### src/rtl/subservient_sram_arbiter.sv
// Shares one byte-wide SRAM between the RF port (absolute priority) and two
// 32-bit Wishbone masters, serialising each word access into four byte slots.
module subservient_sram_arbiter #(
  parameter int memsize = 512,
  parameter int aw      = $clog2(memsize)
) (
  input  logic            i_clk,
  input  logic            i_rst_n,
  input  logic [aw-1:0]   i_rf_waddr,
  input  logic [7:0]      i_rf_wdata,
  input  logic            i_rf_wen,
  input  logic [aw-1:0]   i_rf_raddr,
  input  logic            i_rf_ren,
  output logic [7:0]      o_rf_rdata,
  input  logic [31:0]     i_wb0_adr,
  input  logic [31:0]     i_wb0_dat,
  input  logic [3:0]      i_wb0_sel,
  input  logic            i_wb0_we,
  input  logic            i_wb0_stb,
  output logic [31:0]     o_wb0_rdt,
  output logic            o_wb0_ack,
  input  logic [31:0]     i_wb1_adr,
  input  logic [31:0]     i_wb1_dat,
  input  logic [3:0]      i_wb1_sel,
  input  logic            i_wb1_we,
  input  logic            i_wb1_stb,
  output logic [31:0]     o_wb1_rdt,
  output logic            o_wb1_ack,
  output logic [aw-1:0]   o_sram_waddr,
  output logic [7:0]      o_sram_wdata,
  output logic            o_sram_wen,
  output logic [aw-1:0]   o_sram_raddr,
  input  logic [7:0]      i_sram_rdata,
  output logic            o_sram_ren
);

  localparam int unsigned word_aw = aw - 2;

  typedef enum logic [2:0] {IDLE, WRITE, READ, RDONE, ACK} state_t;

  state_t               state, state_next;
  logic [1:0]           cnt, cnt_next;
  logic                 grant;
  logic                 last_grant;
  logic [word_aw-1:0]   adr_q;
  logic [31:0]          dat_q;
  logic [3:0]           sel_q;
  logic                 pend, pend_next;
  logic [1:0]           pend_idx;
  logic [31:0]          rdt0_q, rdt1_q;
  logic                 ack0_q, ack1_q;

  logic                 take;
  logic                 gnt_sel;
  logic                 eng_wen;
  logic                 eng_ren;
  logic [aw-1:0]        eng_addr;
  logic [7:0]           eng_wbyte;

  // Address bits outside the SRAM word range are intentionally ignored
  logic unused_adr_bits;
  assign unused_adr_bits = ^{i_wb0_adr[31:aw], i_wb0_adr[1:0],
                             i_wb1_adr[31:aw], i_wb1_adr[1:0]};

  // State register
  always_ff @(posedge i_clk or negedge i_rst_n) begin
    if (!i_rst_n) state <= IDLE;
    else          state <= state_next;
  end

  // Next state, arbitration and engine strobes
  always_comb begin
    state_next = state;
    cnt_next   = cnt;
    take       = 1'b0;
    gnt_sel    = 1'b0;
    eng_wen    = 1'b0;
    eng_ren    = 1'b0;
    pend_next  = 1'b0;
    case (state)
      IDLE: begin
        if (i_wb0_stb || i_wb1_stb) begin
          take       = 1'b1;
          gnt_sel    = (i_wb0_stb && i_wb1_stb) ? ~last_grant : i_wb1_stb;
          cnt_next   = 2'd0;
          state_next = (gnt_sel ? i_wb1_we : i_wb0_we) ? WRITE : READ;
        end
      end
      WRITE: begin
        if (!i_rf_wen) begin
          eng_wen  = sel_q[cnt];
          cnt_next = cnt + 2'd1;
          if (cnt == 2'd3) state_next = ACK;
        end
      end
      READ: begin
        if (!i_rf_ren) begin
          eng_ren   = 1'b1;
          pend_next = 1'b1;
          cnt_next  = cnt + 2'd1;
          if (cnt == 2'd3) state_next = RDONE;
        end
      end
      RDONE:   state_next = ACK;
      ACK:     state_next = IDLE;
      default: state_next = IDLE;
    endcase
  end

  // Transaction latches, read assembly and acknowledges
  always_ff @(posedge i_clk or negedge i_rst_n) begin
    if (!i_rst_n) begin
      cnt        <= 2'd0;
      grant      <= 1'b0;
      last_grant <= 1'b1;
      adr_q      <= '0;
      dat_q      <= '0;
      sel_q      <= '0;
      pend       <= 1'b0;
      pend_idx   <= 2'd0;
      rdt0_q     <= '0;
      rdt1_q     <= '0;
      ack0_q     <= 1'b0;
      ack1_q     <= 1'b0;
    end else begin
      cnt      <= cnt_next;
      pend     <= pend_next;
      pend_idx <= cnt;
      if (take) begin
        grant      <= gnt_sel;
        last_grant <= gnt_sel;
        adr_q      <= gnt_sel ? i_wb1_adr[aw-1:2] : i_wb0_adr[aw-1:2];
        dat_q      <= gnt_sel ? i_wb1_dat : i_wb0_dat;
        sel_q      <= gnt_sel ? i_wb1_sel : i_wb0_sel;
      end
      if (pend) begin
        if (grant) rdt1_q[{pend_idx, 3'b000} +: 8] <= i_sram_rdata;
        else       rdt0_q[{pend_idx, 3'b000} +: 8] <= i_sram_rdata;
      end
      ack0_q <= (state_next == ACK) && (state != ACK) && !grant;
      ack1_q <= (state_next == ACK) && (state != ACK) && grant;
    end
  end

  // SRAM port muxing: RF owns whichever port it is using this cycle
  assign eng_addr     = {adr_q, cnt};
  assign eng_wbyte    = 8'(dat_q >> {cnt, 3'b000});
  assign o_sram_waddr = i_rf_wen ? i_rf_waddr : eng_addr;
  assign o_sram_wdata = i_rf_wen ? i_rf_wdata : eng_wbyte;
  assign o_sram_wen   = i_rf_wen | eng_wen;
  assign o_sram_raddr = i_rf_ren ? i_rf_raddr : eng_addr;
  assign o_sram_ren   = i_rf_ren | eng_ren;
  assign o_rf_rdata   = i_sram_rdata;

  assign o_wb0_rdt = rdt0_q;
  assign o_wb1_rdt = rdt1_q;
  assign o_wb0_ack = ack0_q;
  assign o_wb1_ack = ack1_q;

endmodule
### config.mk
export PLATFORM = sky130hd
export DESIGN_NAME = subservient_sram_arbiter
export DESIGN_NICKNAME = d
export VERILOG_FILES = /design/src/rtl/subservient_sram_arbiter.sv
export SDC_FILE = /design/constraint.sdc
export NUM_CORES = 1
export LEC_CHECK = 0
export CAP_MARGIN = 20
export CORE_AREA = 3 3 111 134
export CTS_CLUSTER_SIZE = 14
export DETAILED_ROUTE_END_ITERATION = 10
export DIE_AREA = 0 0 114 137
export GPL_ROUTABILITY_DRIVEN = 0
export MAX_ROUTING_LAYER = met4
export PLACE_DENSITY_LB_ADDON = 0.08
export SLEW_MARGIN = 20
export SYNTH_ARGS = -nofsm -noshare
export SYNTH_HDL_FRONTEND = slang
export SYNTH_SLANG_ARGS = --single-unit
### constraint.sdc
create_clock -name i_clk -period 2.2 [get_ports i_clk]
set_input_delay 0.44 -clock i_clk [delete_from_list [all_inputs] [get_ports i_clk]]
set_output_delay 0.44 -clock i_clk [all_outputs]
set_load 0.02 [all_outputs]
Word-level counts from Yosys, hierarchy flattened --
Cells that the tools add are included.
Storage, ports and cells: register bits 119, latch bits 0, memory bits (writable) 0, memories 0, memory bits (read-only) 0, logic and storage cells 74, output and inout bits 102
Cells by class: multiplexer cells 31, equal/unequal tests 9, div/mod/pow operators 0, multipliers 0, $add $sub $neg 2, shifts and indexed selects 3, bitwise logic cells 4, order comparisons 1, reduce and logical (&&, ||, !) cells 11
Operator list (number):
- 32-bit bitwise mux | 2
- 32-bit 2-to-1 mux | 1
- 8-bit by 7-bit variable shift with 32-bit output (first input constant) | 1
- 8-bit by 7-bit variable part select with 32-bit output | 1
- 32-bit by 5-bit >> shifter with 8-bit output | 1
- 9-bit 2-to-1 mux | 2
- 3-bit 2-to-1 mux | 5
- 3-bit one-hot mux with 4 select lines | 1
- 1-bit 2-to-1 mux | 11
- 2-bit 2-to-1 mux | 4
- 8-bit 2-to-1 mux | 1
- 7-bit 2-to-1 mux | 1
- 5-bit negator with 7-bit output | 1
- 3-bit by 2-bit == test with 1-bit output (second input constant) | 2
- 2-bit inequality test (second input constant) | 3
- 2-bit one-hot mux with 3 select lines | 1
- 1-bit logical AND | 4
- 4-bit 2-to-1 mux | 1
- 2-bit AND reduction | 2
- 4-bit AND reduction | 1
- 3-bit by 1-bit == test with 1-bit output (second input constant) | 1
- 3-bit == test (second input constant) | 1
- 3-bit zero test | 1
- 2-bit by 3-bit less-than comparator with 1-bit output (second input constant) | 1
- other kinds (9) | 11

Longest topological paths before layout --
depth after elaboration 9, depth in mapped cells 7, mapped depth without buffers 5

Worst setup path before layout --
No wires, ideal clock.
path kind input to output, from in i_rf_wen, to out o_sram_waddr[6], slack 0.310 ns, arrival time 1.450 ns, required time 1.760 ns, path buffers 2, stages on the path 3, cells stage by stage clkbuf_1 > clkbuf_1 > mux2_2
Between the ends: longest elaborated chain between the ends 1
Ends and longest elaborated chain:
- from (decl) | RTL line 11 | input logic i_rf_wen,
- 9-bit 2-to-1 mux | RTL line 148 | assign o_sram_waddr = i_rf_wen ? i_rf_waddr : eng_addr;
- to (decl) | RTL line 29 | output logic [aw-1:0] o_sram_waddr,
Every way passes these cells.

Worst setup path after layout --
from reg cnt[0], to out o_sram_wdata[7]
Between the ends: longest elaborated chain between the ends 2
Ends and longest elaborated chain:
- from (decl) | RTL line 42 | logic [1:0] cnt, cnt_next;
- from (signal assigned) | RTL line 126 | cnt <= cnt_next;
- 32-bit by 5-bit >> shifter with 8-bit output | RTL line 147 | assign eng_wbyte = 8'(dat_q >> {cnt, 3'b000});
- 8-bit 2-to-1 mux | RTL line 149 | assign o_sram_wdata = i_rf_wen ? i_rf_wdata : eng_wbyte;
- to (decl) | RTL line 30 | output logic [7:0] o_sram_wdata,
Every way passes these cells.

==> reports/qor.csv <==
metric,value,unit
run_status,"finished, violations left",
failing_checks,"hold timing, setup timing",
via_count,4976,
syn_to_final_growth,60.69,%
power.static_leakage,0.003787,uW
pre_cts_ws,-0.2796,ns
clock_tree.root_cell,clkbuf_16,
avgRoutedWirePerCell,16.36,um
dr.pass1.iters,5,
synth_top_cells_by_area,"dfrtp_1 54%, nand2_1 12%, o21ai_0 6.5%",
clock_latency,0.41,ns
port_buf_inserts,229,
synth_async_sr_flop_share,100.0,%
yosysUniqueCellTypes,34,
finalSetupViolations,3,
synth_seq_cells,119,
overflow,0,
post-route-period-util,101.4,%
layout_cell_share_with_drive_strength_beyond_1,15.57,%
place_inst,948,
reg2reg_from,pend_idx[0],
first_iter_violations,248,
core-area,0.01376,mm2
worst_pin_slew,0.5495,ns
fillerInstances,1145,
ys_warn_count,0,
critPathCapture,o_sram_wdata[7],
crit_path_cell_trace,buf_12 -> mux4_2 -> nand2_2 -> nand2_2 -> buf_6,
clkSinkCount,119,
worst_setup_hold_path_clk_slew,0.06,ns
final.setup.worst_slack,-0.02974,ns
dieWidth,114,um
wirelength,16030,um
design.final.nets,981,
post_synthesis_cell_area,0.005449,mm2
ctsHoldBuffers,0,
grt_pass1_vias,5181,
clock_period_minus_worst_slack,2.230,ns
avgSynthCellArea,9.730,um2
detailedPlacementHpwl,12340,um
cp_common_cell,nand2_2,
grt_start_max_net_pins,80,
ys.flop_type,dfrtp_1,
cts_tree,done,
synth.net_count,744,
power-per-cell-area,1372,mW/mm2
synth.largest_area_cell,dfrtp_1,
drt_antenna_net_count,0,
worst-r2r-setup-slack,0.42,ns
timing.setup.tns,-0.05170,ns
number_of_clock_buffers_inserted_by_tritoncts,17,
antenna_found_initial,0,
worstPathRequired,1.76,ns
timing.slew.headroom,63.27,%
hold_ws,-0.001694,ns
cts_max_path_buffers,2,
worst_ir_drop_vdd,0.0006914,V
via_per_inst,5.078,
critPathSlowestCell,mux4_2,
cts-htree-levels,4,
floorplan.die_area,0.01562,mm2
top_level_ports,280,
grt_usage,21.71,%
crit_path_end_kind,output port,
instances_no_fill,980,
report.power.total,12010,uW
startpoint_type,flip-flop,
critPathKind,flip-flop to output port,
cp-startpoint,cnt[0],
worstPathMaxFanout,5,
max_clock_freq,448.5,MHz
worstPathArrival,1.79,ns
final.setup_skew,0.008621,ns
synthCells,560,
die_y,137,um
ff2ff_path_depth,5,
rsz0062_at_grt,yes,
synth_enable_flop_cells,0,
synth_top_area_share,54.19,%
grt_first_pass_wirelength,25630,um
row_count,47,
max_transition_viols_final,0,
seq_area_frac_synth,54.67,%
worst_r2r_endpoint,o_wb1_rdt[11],
critical_path.max_stage_delay,0.54,ns
post-route-util,63.63,%
antennaDiodeCount,0,
count_of_final_hold_check_violations,2,
drt_drc_violations_left,0,
timing.hold.worst.class,primary input to asynchronous set/reset pin,
max_cap_violations,0,
floorplan.initialDensity,39.60,%
cell usage in the layout (no fill, tap or decap), drive strengths merged, types with 2 or more instances in the layout:
master	Yosys	routed
mux4	9	9
nor2	4	4
inv	5	5
nor3b	5	5
a21o	2	2
o22ai	44	44
buf	26	44
nor3	2	2
mux2	19	19
nand3b	2	2
clkdlybuf4s50	0	200
clkdlybuf4s15	0	14
nor2b	2	2
a21oi	3	3
clkinv	0	6
clkbuf	19	23
dfrtp	118	118
clkinvlp	0	2
nand3	6	6
ha	6	6
o21ai	109	109
bufinv	0	4
nand2	169	169
stage by stage:
stage	area (um2)	hold slack, ns
CTS	8737	0.003190
floorplan	5449	0.1444
global route	8756	0.01283
global placement	8087	0.4307
finish	8756	-0.001694
detailed placement	8087	0.4413
cell families (layout without fill, tap and decap cells):
| kind of cell | Yosys count | after routing | share of synthesized area (%) |
|---|---|---|---|
| AO/OA/AOI/OAI | 162 | 162 | 16.49 |
| adder cells (fa/ha/maj) | 6 | 6 | 1.378 |
| flip-flops | 119 | 119 | 54.67 |
| buffers and inverters | 50 | 299 | 4.937 |
| XOR/XNOR | 1 | 1 | 0.1608 |
| AND/OR/NAND/NOR | 194 | 194 | 14.72 |
| multiplexers | 28 | 28 | 7.646 |
report_power, final:
part / internal (uW) / total [uW] / switching, uW
clock network: 1950 / 2910 / 968
logic: 2520 / 5250 / 2730
registers: 3190 / 3850 / 661
how the worst min path moves through the flow:
| stage | from | endpoint | slack [ns] |
|---|---|---|---|
| 6_report | i_rst_n | o_wb0_rdt[30] | -0.002 |
| 4_1_cts | i_rst_n | o_wb0_rdt[30] | 0.003 |
| 5_1_grt | i_rst_n | o_wb0_rdt[30] | 0.01 |
| 2_1_floorplan | i_rst_n | adr_q[0] | 0.14 |
| 3_5_place_dp | i_rst_n | o_wb0_rdt[30] | 0.44 |
| 3_3_place_gp | i_rst_n | o_wb1_rdt[30] | 0.43 |
per-layer routing:
metal / track usage, % / share of wire (%) / vias up
met5: - / 0 / -
met4: 5.677 / 1.3 / 0
met3: 4.777 / 6.0 / 18
met2: 38.31 / 52 / 215
met1: 25.03 / 40 / 2324
li1: - / - / 2419
critical path: cells and delay by family, from the launching register on:
| kind | cells | cell delay, ns |
|---|---|---|
| muxes | 1 | 0.54 |
| and+or+nand+nor | 2 | 0.16 |
| DFF | 1 | 0.42 |
| buffers and inverters | 2 | 0.26 |
flip-flops by register name (all words and copies together), names as in the netlist:
name	count
adr_q	7
cnt	2
dat_q	32
grant	1
last_grant	1
o_wb0_ack	1
o_wb0_rdt	32
o_wb1_ack	1
o_wb1_rdt	32
pend	1
pend_idx	2
sel_q	4
state	3
area by class of cell:
| type | instances | area (um2) | area share [%] |
|---|---|---|---|
| clock buffer | 19 | 452.9 | 5.173 |
| clock inverter | 12 | 176.4 | 2.015 |
| inverter | 5 | 18.77 | 0.2143 |
| multi-input combinational | 391 | 2235 | 25.52 |
| sequential | 119 | 2983 | 34.07 |
| tap | 171 | 214.0 | 2.444 |
| timing repair buffer | 263 | 2676 | 30.57 |
Yosys cell counts, types with 4 or more instances:
master,n
buf_4,8
clkbuf_1,19
o21ai_2,4
nand3_1,6
nand2_1,169
ha_1,6
nor2_1,4
o21ai_1,34
nor3b_1,4
dfrtp_1,118
mux2_2,19
buf_2,11
inv_1,5
mux4_2,9
o21ai_0,71
o22ai_1,44
buf_6,5
what timing repair did:
item,4_1_cts,5_1_grt
endpoints found under the setup margin,28,27
setup buffers,2,0
pin swaps,4,14
cloned,1,0
gates resized for setup,70,39
Note: power is estimated with default switching activity, not from simulation.
